--- src/rtl/cpu_pkg.sv ---
// Shared CPU constants: datapath widths, opcode field position, HALT opcode, fetch FSM states.
// Used by both the fetch stage and Control_unit so the instruction format has a single definition.
package cpu_pkg;

  localparam int CPU_ADDR_W  = 8;
  localparam int CPU_INSTR_W = 16;

  localparam int OPC_HI = 15;
  localparam int OPC_LO = 12;

  localparam logic [3:0] CPU_HALT_OPCODE = 4'hF;

  typedef enum logic [1:0] {
    ST_IDLE  = 2'd0,
    ST_FETCH = 2'd1,
    ST_HOLD  = 2'd2,
    ST_HALT  = 2'd3
  } fetch_state_t;

  function automatic logic [3:0] opcode_of(input logic [CPU_INSTR_W-1:0] instr);
    return instr[OPC_HI:OPC_LO];
  endfunction

endpackage

--- src/rtl/pc_reg.sv ---
// Program counter: async reset to RESET_PC, load has priority over increment, wraps mod 2^ADDR_W.
// Single-cycle update; no backpressure of its own, the fetch FSM decides when it moves.
module pc_reg #(
  parameter int               ADDR_W   = 8,
  parameter logic [ADDR_W-1:0] RESET_PC = '0
) (
  input  logic              clk,
  input  logic              rst,
  input  logic              load,
  input  logic [ADDR_W-1:0] load_val,
  input  logic              inc,
  output logic [ADDR_W-1:0] pc
);

  always_ff @(posedge clk or posedge rst) begin
    if (rst) begin
      pc <= RESET_PC;
    end else if (load) begin
      pc <= load_val;
    end else if (inc) begin
      pc <= pc + 1'b1;
    end
  end

endmodule

--- src/rtl/instr_fetch_unit.sv ---
// Fetch stage: req/ack reads from instruction memory into an instruction register for decode.
// Two cycles minimum per instruction; req held until ack, instruction held while instr_ready is low.
module instr_fetch_unit
  import cpu_pkg::*;
#(
  parameter int                ADDR_W      = CPU_ADDR_W,
  parameter int                INSTR_W     = CPU_INSTR_W,
  parameter logic [ADDR_W-1:0] RESET_PC    = '0,
  parameter logic [3:0]        HALT_OPCODE = CPU_HALT_OPCODE
) (
  input  logic               clk,
  input  logic               rst,
  output logic               imem_req,
  output logic [ADDR_W-1:0]  imem_addr,
  input  logic               imem_ack,
  input  logic [INSTR_W-1:0] imem_rdata,
  output logic [INSTR_W-1:0] instruction,
  output logic               instr_valid,
  input  logic               instr_ready,
  input  logic               pc_jump,
  input  logic [ADDR_W-1:0]  jump_target,
  output logic [ADDR_W-1:0]  pc,
  output logic               halted
);

  fetch_state_t state, state_nxt;
  logic         is_halt_op;
  logic         pc_inc;
  logic         pc_load;

  assign is_halt_op = (instruction[OPC_HI:OPC_LO] == HALT_OPCODE);

  always_ff @(posedge clk or posedge rst) begin
    if (rst) begin
      state <= ST_IDLE;
    end else begin
      state <= state_nxt;
    end
  end

  always_comb begin
    state_nxt = state;
    case (state)
      ST_IDLE:  state_nxt = ST_FETCH;
      ST_FETCH: if (imem_ack) state_nxt = ST_HOLD;
      ST_HOLD:  if (instr_ready) state_nxt = is_halt_op ? ST_HALT : ST_FETCH;
      ST_HALT:  state_nxt = ST_HALT;
      default:  state_nxt = ST_IDLE;
    endcase
  end

  // Valid/halted are pure state decodes, so an async reset clears them together with state.
  always_comb begin
    imem_req    = (state == ST_FETCH);
    instr_valid = (state == ST_HOLD);
    halted      = (state == ST_HALT);
    pc_inc      = (state == ST_FETCH) && imem_ack;
    pc_load     = (state == ST_HOLD) && instr_ready && !is_halt_op && pc_jump;
  end

  always_ff @(posedge clk or posedge rst) begin
    if (rst) begin
      instruction <= '0;
    end else if (state == ST_FETCH && imem_ack) begin
      instruction <= imem_rdata;
    end
  end

  pc_reg #(
    .ADDR_W   (ADDR_W),
    .RESET_PC (RESET_PC)
  ) u_pc_reg (
    .clk      (clk),
    .rst      (rst),
    .load     (pc_load),
    .load_val (jump_target),
    .inc      (pc_inc),
    .pc       (pc)
  );

  assign imem_addr = pc;

endmodule
--- config.mk ---
export PLATFORM = sky130hd
export DESIGN_NAME = instr_fetch_unit
export DESIGN_NICKNAME = d
export VERILOG_FILES = /design/src/rtl/cpu_pkg.sv /design/src/rtl/pc_reg.sv /design/src/rtl/instr_fetch_unit.sv
export SDC_FILE = /design/constraint.sdc
export NUM_CORES = 1
export LEC_CHECK = 0
export CORE_ASPECT_RATIO = 1.75
export CORE_MARGIN = 2
export CORE_UTILIZATION = 35
export CTS_BUF_LIST = sky130_fd_sc_hd__clkbuf_4 sky130_fd_sc_hd__clkbuf_8 sky130_fd_sc_hd__clkbuf_16
export DETAILED_ROUTE_END_ITERATION = 16
export GPL_TIMING_DRIVEN = 0
export PLACE_DENSITY = 0.72
export SKIP_CTS_REPAIR_TIMING = 1
export SLEW_MARGIN = 10
export SYNTH_ARGS = -nofsm -noshare
export SYNTH_HDL_FRONTEND = slang
export SYNTH_SLANG_ARGS = --single-unit
--- constraint.sdc ---
create_clock -name clk -period 1.4 [get_ports clk]
set_input_delay 0.21 -clock clk [delete_from_list [all_inputs] [get_ports clk]]
set_output_delay 0.21 -clock clk [all_outputs]
set_load 0.05 [all_outputs]
# Yosys cells after proc, flatten, opt, wreduce, memory -nomap -nowiden
# Index checks and enable logic that the tools add are counted.
# Widths: inputs -> output; s select.
[word_totals]
ff_bits = 26
latchBits = 0
mem_bits_rw = 0
rom_bits = 0
in_bits = 29
out_inout_bits = 35
n_memories = 0
[classes]
add_sub_neg = 1
mul = 0
div = 0
magnitude_cmp = 0
eq_ne = 6
shift = 0
muxes = 6
n_bitwise = 0
n_reduce_logical = 8
[op_table]
columns = ["op", "n"]
rows = [
  ["$mux 8", 2],
  ["$add 8x1->8 const B", 1],
  ["$pmux 2 s4", 1],
  ["$mux 2", 3],
  ["$eq 2x2->1 const B", 2],
  ["$eq 4x4->1 const B", 1],
  ["$logic_and 1x1->1", 4],
  ["$ne 2x1->1 const B", 2],
  ["$eq 2x1->1 const B", 1],
  ["$logic_not 2->1", 1],
  ["$reduce_and 2->1", 1],
  ["$reduce_bool 2->1", 1],
  ["$logic_not 1->1", 1],
]

# Logic depth before layout (Yosys ltp)
[logic_depth]
ltp_word = 5
mapped_depth = 6
depth_no_buf = 4

# By module
# Synthesis repeated with hierarchy kept, for this count alone.
[hier_totals]
hier_cells = 106
hier_area_um2 = 1262.5
[modules_own_cells]
columns = ["mod", "n_inst", "cells_each", "area_each_um2", "seq_area_each_um2"]
rows = [
  ["instr_fetch_unit", 1, 56, 817.0, 450.4],
  ["pc_reg", 1, 50, 445.4, 200.2],
]

# Worst setup path after synthesis
# No wires, ideal clock.
[synth_timing]
path_kind = "flip-flop to flip-flop"
startpoint = "reg u_pc_reg.pc[0]"
endpoint = "reg u_pc_reg.pc[6]"
setup_ns = 0.125
t_arrival_ns = 1.499
t_required_ns = 1.275
slack_ns = -0.224
stages_incl_launch_ff = 5
path_cell_list = "dfrtp_1 ha_1 nand4_1 xnor2_1 mux2_2"
[synth_via]
elab_chain_cells = 3
[synth_lines]
columns = ["element", "line", "text"]
rows = [
  ["from (decl)", "pc_reg.sv:12", "output logic [ADDR_W-1:0] pc"],
  ["from (signal assigned)", "pc_reg.sv:19", "pc <= load_val;"],
  ["from (signal assigned)", "pc_reg.sv:21", "pc <= pc + 1'b1;"],
  ["$add 8x1->8", "pc_reg.sv:21", ""],
  ["$mux 8", "pc_reg.sv:20", "end else if (inc) begin"],
  ["$mux 8", "pc_reg.sv:18", "end else if (load) begin"],
]
# No other way between the ends. The select of a mux whose other input is x is not followed.
# A chain may end at the register's enable or synchronous reset.

# Worst setup path after layout
[layout_timing]
startpoint = "reg state[1]"
endpoint = "reg u_pc_reg.pc[3]"
[layout_via]
elab_chain_cells = 5
word_cells_on_any_way = 8
[layout_lines]
columns = ["element", "line", "text"]
rows = [
  ["from (decl)", "instr_fetch_unit.sv:26", "fetch_state_t state, state_nxt;"],
  ["from (signal assigned)", "instr_fetch_unit.sv:37", "state <= state_nxt;"],
  ["$eq 2x2->1", "instr_fetch_unit.sv:58", "pc_load = (state == ST_HOLD) && instr_ready && !is_halt_op && pc_jump;"],
  ["$logic_and 1x1->1 (3 in a row)", "instr_fetch_unit.sv:58", ""],
  ["$mux 8 / $reduce_bool 2->1 (equally long branches)", "-", ""],
]
# Parallel ways exist; a longest one is shown, timed or not.

==> summary.log <==
INFO  outcome        outcome=finished, violations left
INFO  outcome        violations=negative setup slack
INFO  clock_tree     tritoncts.num_buffers=3
INFO  sta            timing.final.setup_violations=2
INFO  clock_tree     clock_tree.buffer_depth=2
INFO  logic_synthesis syn-cell-area=1260µm²
INFO  logic_synthesis yosys_register_bits=26
INFO  logic_synthesis async_flop_share=100%
INFO  detailed_routing drt_first_iter_violations=14
INFO  pwr            power_density=2640nW/µm²
INFO  layout         largest_register_ff_count=16
INFO  logic_synthesis mappedNetlistNets=165
INFO  place          place_hpwl=2650µm
INFO  detailed_routing detail_route.vias_per_cell=4.81
INFO  sta            slew_viol_final=0
INFO  layout         layout-drive-gt1-share=25.4%
INFO  worst_setup_path path_buf_inv=1
INFO  place          gp_congestion=0.845
INFO  floorplanning  floorplan.initialDensity=36.8%
INFO  grt            met2_grt_util=32.2%
INFO  layout         area_growth=63.3%
INFO  grt            grt_pass1_wl=5670µm
INFO  place          detailedPlace.worstSlack=-0.344ns
INFO  logic_synthesis syn_inst=135
INFO  clock_tree     h-tree-depth=1
INFO  floorplanning  core-area=3430µm²
INFO  worst_setup_path crit_path_start_kind=register
INFO  place          numPlacedInstances=243
INFO  layout         post_layout_nonfiller_instances=250
INFO  worst_setup_path critical-path-top-delay-family=flip-flops
INFO  grt            grt_antenna_before_repair=0
INFO  worst_setup_path timing.critical_path.to_type=register
INFO  grt            grt_util_met1=18.3%
INFO  grt            grt_max_degree=27
INFO  run            drv.max_cap_violation_count=0
INFO  detailed_routing ant_nets=0
INFO  grt            met3_usage=4.30%
INFO  clock_tree     clkTransAtPathRegs=0.09ns
INFO  clock_tree     tritoncts=yes
INFO  sta            layout_min_cycle_time=1.48ns
INFO  layout         nets=236
INFO  floorplanning  io-pin-count=64
INFO  logic_synthesis seq_area_frac_synth=51.5%
INFO  hold_path      holdCritPathClass=in -> async
INFO  grt            first_global_vias=1252
INFO  logic_synthesis synth_enable_flop_cells=0
INFO  sta            rsz0062_at_grt=yes
INFO  sta            finalHoldViolations=0
INFO  sta            fin_crit_sh=106%
INFO  worst_setup_path critical_path_arrival=1.64ns
INFO  grt            grt_usage=17.4%
INFO  pwr            static-leakage-power=1.23nW
INFO  sta            post-route-worst-setup-slack=-0.0815ns
INFO  logic_synthesis synth.yosys.warnings=0
INFO  logic_synthesis synth_ff_type=dfrtp_1
INFO  detailed_routing wl_per_cell=13.9µm
INFO  worst_setup_path worst-endpoint-required=1.56ns
INFO  floorplanning  dieArea=4120µm²
INFO  clock_tree     numClockSinks=26
INFO  grt            globalRouteOverflowTotal=0
INFO  worst_setup_path critPathMaxFanout=6
INFO  sta            fmax=675MHz
INFO  worst_setup_path crit_slowest_cell=dfrtp_1
INFO  pwr            peakVddDrop=0.00156V
INFO  logic_synthesis synthDistinctLibCells=29
INFO  logic_synthesis avgSynthCellArea=9.35µm²
INFO  floorplanning  rows=28
INFO  detailed_routing routed-via-count=1203
INFO  detailed_routing totalWireLength=3480µm
INFO  clock_tree     clock_tree.root_cell=clkbuf_8
INFO  detailed_routing detailedRoute.firstPassIterationCount=4
INFO  floorplanning  die_width=49.4µm
INFO  clock_tree     worstSkewPairLatency=0.27ns
INFO  sta            clock_skew=0.00596ns
INFO  layout         insertedDiodeCount=0
INFO  worst_setup_path critical_path_class=reg -> reg
INFO  floorplanning  die-height=83.5µm
INFO  detailed_routing drcViolationCount=0
INFO  sta            max_slew_margin=35.1%
INFO  grt            busiest_layer=met2
INFO  worst_setup_path timing.critical_path.slowest_cell_delay=0.43ns
INFO  sta            transition_at_the_pin_with_the_smallest_max_transition_slack=0.973ns
INFO  worst_setup_path worstPathCellList=and3b_1 -> buf_6 -> nand4_1 -> xnor2_1 -> mux2_2
INFO  place          place.port_buffers=63
[power breakdown]
part / internal (mW) / switching [mW] / total (mW)
registers: 1.12 / 0.334 / 1.45
logic: 1.15 / 2.36 / 3.51
clock network: 0.251 / 0.223 / 0.474
total: 2.52 / 2.91 / 5.44
[final timing paths]
check	start	slack, ns	cells after the start	to
min in group clk	imem_rdata[12]	0.46	3	instruction[12]
max	state[1]	-0.08	5	u_pc_reg.pc[3]
min reg2reg	instruction[10]	0.48	2	instruction[10]
max reg2reg	state[1]	-0.08	5	u_pc_reg.pc[3]
min	rst	0.46	2	instruction[0]
max in group asynchronous	rst	0.28	2	u_pc_reg.pc[1]
[area by class of cell]
cell class | count | area [µm²]
plain buffers | 15 | 129
inverters | 3 | 11.3
flip-flops and latches | 26 | 663
repair buffers | 66 | 646
well taps | 45 | 56.3
fillers | 319 | 1370
multi-input cells | 91 | 502
clock buffers | 4 | 55.1
[routing by layer]
metal	vias up	part of all wire, %	routed length [µm]
li1	562	-	-
met1	576	37	1280
met2	58	54	1880
met3	7	6.9	241
met4	0	2.1	72
met5	-	0	0
[cell usage after synthesis (2+ instances only)]
library cell  instances  share of area, %
nor2_1                2              0.59
xnor2_1               5               3.5
nand4_1               4               2.0
mux2_2                2               1.8
a21oi_1               2              0.79
buf_2                 3               1.2
buf_4                10               5.9
dfrtp_1              26                52
nand2_1              56                17
buf_6                 2               1.8
inv_1                 3              0.89
o21ai_0               3               1.2
[cells in the final DEF (no fill, tap or decap), types with 3 or more instances in the layout]
| cell type | Yosys | routed |
|---|---|---|
| o21ai_1 | 1 | 3 |
| clkbuf_2 | 0 | 11 |
| buf_4 | 10 | 12 |
| clkbuf_8 | 0 | 4 |
| nand4_1 | 4 | 4 |
| clkdlybuf4s50_1 | 0 | 28 |
| dfrtp_1 | 26 | 16 |
| xnor2_1 | 5 | 5 |
| nand2_1 | 56 | 56 |
| buf_6 | 2 | 5 |
| inv_1 | 3 | 3 |
| dlymetal6s2s_1 | 0 | 22 |
| dfrtp_2 | 0 | 10 |
[logic make-up (layout without fill, tap and decap cells)]
| kind of cell | count (synthesis) | after routing | share of synthesized area [%] |
|---|---|---|---|
| AOI/OAI and AO/OA | 10 | 10 | 4.96 |
| xor gates and xnor gates | 6 | 6 | 4.16 |
| adders and majority gates | 1 | 1 | 0.991 |
| DFF | 26 | 26 | 51.5 |
| and+or+nand+nor | 71 | 71 | 26.0 |
| muxes | 3 | 3 | 2.58 |
| buffers and inverters | 18 | 88 | 9.81 |
[metrics by stage]
step	hold slack, ns	power [mW]	utilization (%)	cell area, µm²	TNS (ns)
global placement	0.460	5.00	57.1	1960	-5.98
detailed placement	0.470	5.11	57.1	1960	-8.30
global route	0.479	5.73	60.1	2060	-0.294
CTS	0.454	5.59	58.7	2020	-11.91
finish	0.458	5.44	60.1	2060	-0.0975
floorplan	0.249	3.86	-	1270	-0.617
Note: power is estimated with default switching activity, not from simulation.
==> RTL change (same flow settings) <==
`CPU_INSTR_W`: 16 -> 32.
--- a/src/rtl/cpu_pkg.sv
+++ b/src/rtl/cpu_pkg.sv
@@ -3,7 +3,7 @@
 package cpu_pkg;
 
   localparam int CPU_ADDR_W  = 8;
-  localparam int CPU_INSTR_W = 16;
+  localparam int CPU_INSTR_W = 32;
 
   localparam int OPC_HI = 15;
   localparam int OPC_LO = 12;
Ports: changed (resized imem_rdata and instruction); port bits go from 64 to 96. The function was not compared with the original's and may differ.
==> RTL change against the unedited design <==
The flow still finishes with violations (setup timing); synthesized cell count up 53%; sequential cell count up 16; hold slack worse by 0.25 ns; total power up 51%; cell area up 51%; area after synthesis up 47%; wire length up 45%; setup slack better by 0.054 ns; critical path type unchanged.
==> RTL change: results <==
{
  "vias_per_cell": 4.69,
  "grt.total_usage_pct": 17.5,
  "startpoint": "state[0]",
  "synth.area.mux_share_pct": 0.538,
  "cp_max_fo": 8,
  "synthCells": 206,
  "fin_cells": 366,
  "grt_pass1_vias": 1737,
  "worst_pin_slew_ns": 0.567,
  "clk_latency_ns": 0.29,
  "post-place-ws_ns": -0.291,
  "worstReg2RegEnd": "u_pc_reg.pc[2]",
  "hold_ws_ns": 0.206,
  "seq_power_mw": 2.20,
  "critPathArrivalTime_ns": 1.61,
  "violations": "setup timing",
  "met3_usage_pct": 2.58,
  "numCtsBuffers": 5,
  "synth_compound_area_share_pct": 4.51,
  "use_met1_pct": 18.6,
  "place_congestion": 0.751,
  "cp-endpoint": "u_pc_reg.pc[2]",
  "ys_top_cells_by_area": "dfrtp_1 (57%), nand2_1 (21%), buf_4 (4.8%)",
  "finalPower_mw": 8.20,
  "drtIter0Drc": 38,
  "drive_above_1_share_pct": 20.6,
  "grtUsageMet2_pct": 32.9,
  "routed_wl_um": 5050,
  "finClkSkew_ns": 0.0104,
  "p_leak_nw": 1.88,
  "synth.distinct_cells": 28,
  "p_sw_mw": 4.19,
  "fin_nets": 356,
  "synthAdderAreaFrac_pct": 0.673,
  "fmax_mhz": 701,
  "cts_max_level": 2,
  "ir_drop_v": 0.00120,
  "synthTopCellsByCount": "nand2_1 (103), dfrtp_1 (42), buf_4 (12)",
  "setup_viol": 3,
  "seq_area_frac_synth_pct": 56.5,
  "status": "finished, violations left",
  "nFillCells": 463,
  "syn_nets": 252,
  "setup_tns_ns": -0.0392,
  "timing.final.ws_setup_ns": -0.0274,
  "portBuffers": 95,
  "grt_pass1_wl_um": 7960,
  "dpl_cell_area_um2": 2930
}
-- RTL change: cell count changes after synthesis, moves of 3 or more --
cell	unedited run	this run
nand2_1	56	103
o21ai_0	3	0
nor3_1	0	7
dfrtp_1	26	42
a21oi_1	2	5
-- RTL change: cell type report --
cell class / count / area [um^2] / share of cell area (%)
flip-flops and latches: 42 / 1060 / 34.2
repair buffers: 98 / 998 / 32.1
multi-input cells: 144 / 712 / 22.9
plain buffers: 17 / 144 / 4.62
clock buffers: 7 / 90.1 / 2.89
well taps: 55 / 68.8 / 2.21
clock inverters: 1 / 30.0 / 0.964
inverters: 2 / 7.51 / 0.241
-- RTL change: layer usage --
layer | up-vias | routed length [um]
li1 | 851 | -
met1 | 806 | 1820
met2 | 53 | 2920
met3 | 6 | 220
met4 | 0 | 85
met5 | - | 0
-- RTL change: critical path, cell delays in order (launching register included) --
cell,delay [ns]
dfrtp_2,0.45
nor2b_4,0.15
and4_1,0.21
buf_6,0.14
mux2i_1,0.07
a221o_1,0.30
